`src/rtl/enc_scheduler_pkg.sv`:
```
// enc_scheduler_pkg: shared phase enum, default RS geometry and derived width helpers for the encoder scheduler.
package enc_scheduler_pkg;
  typedef enum logic [1:0] {SCH_IDL = 2'd0, SCH_PRE = 2'd1, SCH_WOR = 2'd2} sch_phase_t;
  localparam int DEF_COD_LEN = 544;
  localparam int DEF_MSG_LEN = 514;
  localparam int DEF_SYM_NUM = 16;
  function automatic int pos_w(input int n);
    return $clog2(n);
  endfunction
  function automatic int sum_w(input int n, input int s);
    return $clog2(n + s);
  endfunction
  function automatic int cnt_w(input int s);
    return $clog2(s + 1);
  endfunction
  function automatic int lane_w(input int s);
    return s > 1 ? $clog2(s) : 1;
  endfunction
endpackage

```
`src/rtl/enc_sch_lane_dec.sv`:
```
// enc_sch_lane_dec: classifies one lane as message/parity and flags codeword start/end from lane 0 position.
module enc_sch_lane_dec
  import enc_scheduler_pkg::*;
#(
  parameter int RS_COD_LEN = DEF_COD_LEN,
  parameter int RS_MSG_LEN = DEF_MSG_LEN,
  parameter int ENC_SYM_NUM = DEF_SYM_NUM,
  localparam int PW = pos_w(RS_COD_LEN),
  localparam int EW = sum_w(RS_COD_LEN, ENC_SYM_NUM),
  localparam int LW = lane_w(ENC_SYM_NUM)
) (
  input  logic [PW-1:0] pos,
  input  logic [LW-1:0] lane,
  output logic          msg,
  output logic          sop,
  output logic          eop
);
  logic [EW-1:0] sum, q;
  assign sum = EW'(pos) + EW'(lane);
  assign q = sum >= EW'(RS_COD_LEN) ? sum - EW'(RS_COD_LEN) : sum;
  assign msg = q < EW'(RS_MSG_LEN);
  assign sop = q == '0;
  assign eop = q == EW'(RS_COD_LEN - 1);
endmodule

```
`src/rtl/enc_scheduler.sv`:
```
// enc_scheduler: per-beat lane descriptor generator for the RS encoder (back-to-back codewords).
// Optional completed-codeword counter sch_cw_cnt is compiled in with ENC_SCH_CNT_EN.
module enc_scheduler
  import enc_scheduler_pkg::*;
#(
  parameter int RS_COD_LEN = DEF_COD_LEN,
  parameter int RS_MSG_LEN = DEF_MSG_LEN,
  parameter int ENC_SYM_NUM = DEF_SYM_NUM,
  parameter int CW_CNT_W = 16,
  localparam int PW = pos_w(RS_COD_LEN),
  localparam int EW = sum_w(RS_COD_LEN, ENC_SYM_NUM),
  localparam int CW = cnt_w(ENC_SYM_NUM),
  localparam int LW = lane_w(ENC_SYM_NUM)
) (
  input  logic                   clk,
  input  logic                   rst_n,
  input  logic                   sch_ready,
  output logic                   sch_valid,
  output logic                   sch_clr,
  output logic [PW-1:0]          sch_pos,
  output logic [ENC_SYM_NUM-1:0] sch_msg_mask,
  output logic [CW-1:0]          sch_msg_cnt,
  output logic                   sch_sop,
  output logic [LW-1:0]          sch_sop_lane,
  output logic                   sch_eop,
  output logic [LW-1:0]          sch_eop_lane
`ifdef ENC_SCH_CNT_EN
  ,
  output logic [CW_CNT_W-1:0]    sch_cw_cnt
`endif
);
  sch_phase_t phase, phase_nxt;
  logic [PW-1:0] pos;
  logic [EW-1:0] pos_sum;
  logic [ENC_SYM_NUM-1:0] msg_v, sop_v, eop_v;
  always_ff @(posedge clk)
    phase <= !rst_n ? SCH_IDL : phase_nxt;
  always_comb
    phase_nxt = phase == SCH_IDL ? SCH_PRE :
                (phase == SCH_PRE || phase == SCH_WOR) ? SCH_WOR : SCH_IDL;
  assign pos_sum = EW'(pos) + EW'(ENC_SYM_NUM);
  always_ff @(posedge clk)
    if (!rst_n || phase != SCH_WOR) pos <= '0;
    else if (sch_ready) pos <= pos_sum >= EW'(RS_COD_LEN) ? PW'(pos_sum - EW'(RS_COD_LEN)) : PW'(pos_sum);
  for (genvar i = 0; i < ENC_SYM_NUM; i++) begin : g_lane
    enc_sch_lane_dec #(
      .RS_COD_LEN (RS_COD_LEN),
      .RS_MSG_LEN (RS_MSG_LEN),
      .ENC_SYM_NUM(ENC_SYM_NUM)
    ) u_dec (
      .pos (pos),
      .lane(LW'(i)),
      .msg (msg_v[i]),
      .sop (sop_v[i]),
      .eop (eop_v[i])
    );
  end
  // S <= N guarantees at most one sop and one eop lane, so a plain priority scan encodes them
  always_comb begin
    sch_valid = phase == SCH_WOR;
    sch_clr = phase == SCH_PRE;
    sch_pos = sch_valid ? pos : '0;
    sch_msg_mask = sch_valid ? msg_v : '0;
    sch_msg_cnt = '0;
    sch_sop = 1'b0;
    sch_sop_lane = '0;
    sch_eop = 1'b0;
    sch_eop_lane = '0;
    for (int i = 0; i < ENC_SYM_NUM; i++) begin
      sch_msg_cnt = sch_msg_cnt + CW'(sch_msg_mask[i]);
      if (sch_valid && sop_v[i]) begin
        sch_sop = 1'b1;
        sch_sop_lane = LW'(i);
      end
      if (sch_valid && eop_v[i]) begin
        sch_eop = 1'b1;
        sch_eop_lane = LW'(i);
      end
    end
  end
`ifdef ENC_SCH_CNT_EN
  always_ff @(posedge clk)
    if (!rst_n || sch_clr) sch_cw_cnt <= '0;
    else if (sch_valid && sch_ready && sch_eop) sch_cw_cnt <= sch_cw_cnt + CW_CNT_W'(1);
`else
  logic [CW_CNT_W-1:0] unused_cw;
  assign unused_cw = '0;
`endif
endmodule

```
`config.mk`:
```
export PLATFORM = sky130hd
export DESIGN_NAME = enc_scheduler
export DESIGN_NICKNAME = d
export VERILOG_FILES = /design/src/rtl/enc_scheduler_pkg.sv /design/src/rtl/enc_sch_lane_dec.sv /design/src/rtl/enc_scheduler.sv
export SDC_FILE = /design/constraint.sdc
export NUM_CORES = 1
export LEC_CHECK = 0
export ABC_AREA = 1
export CORE_AREA = 2 2 53 55
export DETAILED_ROUTE_END_ITERATION = 12
export DIE_AREA = 0 0 55 57
export GPL_TIMING_DRIVEN = 0
export PLACE_DENSITY = 0.84
export SLEW_MARGIN = 20
export SYNTH_ARGS = -nofsm -noshare
export SYNTH_HDL_FRONTEND = slang
export SYNTH_SLANG_ARGS = --single-unit
```
`constraint.sdc`:
```
create_clock -name clk -period 3.3 [get_ports clk]
set_input_delay 0.66 -clock clk [delete_from_list [all_inputs] [get_ports clk]]
set_output_delay 0.66 -clock clk [all_outputs]
set_load 0.01 [all_outputs]
```
==> flow_summary.json, run 1 <==
{
  "layout_common_cells": "clkdlybuf4s50_1, nand2_1, buf_4, inv_1, ha_1",
  "clock-root-buffer": "clkbuf_4",
  "wl_per_cell_um": 9.427,
  "ys_warn_count": 0,
  "hold_depth": 2,
  "ys_seq_area_share_pct": 15.26,
  "met2RoutedLength_um": 1031,
  "core_area_um2": 2615,
  "dp_slack_ps": -251.5,
  "vias": 1057,
  "track_usage_pct": 15.41,
  "fin_util_pct": 59.23,
  "syn_area_um2": 1050,
  "r2r_start": "pos[4]",
  "cts_tree": "done",
  "mostFrequentLayoutCell": "clkdlybuf4s50_1",
  "viasPerCell": 4.517,
  "cts_sinks": 8,
  "initial_core_util_pct": 40.14,
  "ant_nets": 0,
  "hold_path_class": "reg -> reg",
  "die_w_um": 55,
  "crit_path_start": "pos[5]",
  "cp-end-kind": "output port",
  "m1WireLength_um": 919,
  "clk_latency_ps": 260,
  "drt-total-wl_um": 2206,
  "cts_hold_buf": 0,
  "final_hold_viol_count": 0,
  "maxUsedRoutingLayer": "met4",
  "setup_viol": 0,
  "gp_congestion": 0.8514,
  "first_global_vias": 883,
  "netlist_instances": 154,
  "criticalPathCategory": "reg -> out",
  "final_max_slew_viol_count": 0,
  "place_hpwl_um": 1721,
  "antenna_found_initial": 0,
  "cts_max_level": 1,
  "syn_to_final_growth_pct": 47.56,
  "remaining_drc_errors": 0,
  "cp_max_fo": 4,
  "ys_top_cells_by_area": "buf_4, dfxtp_1, ha_1",
  "fin_total_pwr_mw": 0.2605,
  "numCtsBuffers": 3,
  "yosysTopAreaCell": "buf_4",
  "p_per_area_nw_per_um2": 168.2,
  "clock.fmax_ghz": 0.3237,
  "period_needed_ps": 3089,
  "nNetsFinal": 220,
  "worstRegToRegCells": 10,
  "antenna_cells": 0,
  "drt-pass1-iter-count": 4,
  "p_leak_nw": 0.8575,
  "startpoint_type": "flop",
  "layout_setup_ws_ps": 211.1,
  "port-buffer-count": 37,
  "cts_max_path_buffers": 2,
  "hp-start": "pos[6]",
  "max_cap_viol_count": 0,
  "die_h_um": 57,
  "post-synth-top-area-fraction_pct": 18.59,
  "ys_seq_elements": 8,
  "met3WireLength_um": 236,
  "required_ps": 2640,
  "min_period_over_period_pct": 93.60,
  "rows": 19,
  "outcome": "complete, no violations",
  "die_area_um2": 3135,
  "clk_pin_slew_worst_paths_ps": 50,
  "grt_pass1_wl_um": 3698,
  "syn_area_per_cell_um2": 6.817,
  "hold_ws_ps": 548.3,
  "overflow": 0,
  "drt_iter0_drc": 19,
  "cp.arrival_ps": 2430,
  "ys_types": 26,
  "finClkSkew_ps": 5.582,
  "setup_tns_ps": 0,
  "grt_max_degree": 17,
  "io_pins": 46,
  "drive_gt1_share_pct": 25.12,
  "max-vdd-ir-drop_mv": 0.2532
}
==> cells in the mapped netlist <==
| master | count |
|---|---|
| o21ai_0 | 2 |
| xor2_1 | 1 |
| o21ai_1 | 1 |
| nor2_4 | 2 |
| dfxtp_1 | 8 |
| nor2_1 | 6 |
| buf_2 | 1 |
| conb_1 | 1 |
| a21boi_1 | 1 |
| or2_1 | 1 |
| inv_1 | 22 |
| ha_1 | 12 |
| a21oi_1 | 8 |
| xor2_4 | 1 |
| nand3_1 | 9 |
| nand4_1 | 4 |
| nand2_2 | 5 |
| nand3b_1 | 1 |
| buf_4 | 26 |
| o21bai_1 | 1 |
| clkbuf_8 | 1 |
| nand2_1 | 34 |
| a21oi_2 | 1 |
| o211ai_1 | 1 |
| inv_2 | 3 |
| nand3_4 | 1 |
==> flip-flops by register name (all words and copies together) (netlist names) <==
name   cells
phase      2
pos        6
==> critical path, stage by stage, from the launching register on <==
cell and delay (ps):
dfxtp_4 370, inv_2 60, ha_1 230, o21ai_1 150
a21oi_1 60, nand4_1 80, o21ai_0 80, nand3_1 110
nand2_1 70, ha_1 210, inv_1 60, ha_1 150
clkdlybuf4s50_1 530
==> final cells by class <==
cell class | count | area (µm²)
tap | 31 | 38.79
sequential | 8 | 167.7
clock buffer | 3 | 22.52
inverter | 25 | 93.84
fill | 234 | 1066
timing repair buffer | 39 | 390.4
multi-input combinational | 100 | 621.8
buffer | 28 | 214.0
==> stage by stage <==
step,instance area (µm²),cells
2_1_floorplan,1076,161
3_3_place_gp,1485,229
3_5_place_dp,1485,229
4_1_cts,1531,234
5_1_grt,1549,234
6_report,1549,234
==> logic make-up after synthesis <==
| logic type | after synthesis | share of synthesized area [%] |
|---|---|---|
| compound gates | 15 | 8.225 |
| xor+xnor | 2 | 3.457 |
| fa+ha+maj | 12 | 14.30 |
| buf+inv | 53 | 29.32 |
| flops | 8 | 15.26 |
| other cells | 1 | 0.3572 |
| simple gates | 63 | 29.08 |
==> final timing paths <==
kind,to,slack [ps]
max,sch_msg_cnt[2],210
min,pos[6],550
max reg2reg,pos[5],1640
min reg2reg,pos[6],550
==> layer usage <==
layer | vias to the layer above | global-route usage (%)
met5 | - | 0
met4 | 0 | 4.530
met3 | 2 | 3.403
met2 | 57 | 26.70
met1 | 452 | 18.51
li1 | 546 | -
==> power breakdown <==
group / internal, mW / switching (mW) / total [mW]
registers: 0.0976 / 0.00185 / 0.0995
logic: 0.0493 / 0.0380 / 0.0874
clock network: 0.0415 / 0.0322 / 0.0737
total: 0.188 / 0.0720 / 0.260
==> what timing repair did <==
action / 4_1_cts / 5_1_grt
setup endpoints to repair: 18 / 3
setup buffers: 2 / 0
gates resized for setup: 5 / 6
pin swaps: 0 / 1
Power figures use the tool's default switching activity.
==> run 2, diff against run 1 <==
Settings changed: SLEW_MARGIN 20 to unset.
==> results of run 2 <==
Same layout as run 1: the final DEF is identical, and so are final timing and power.
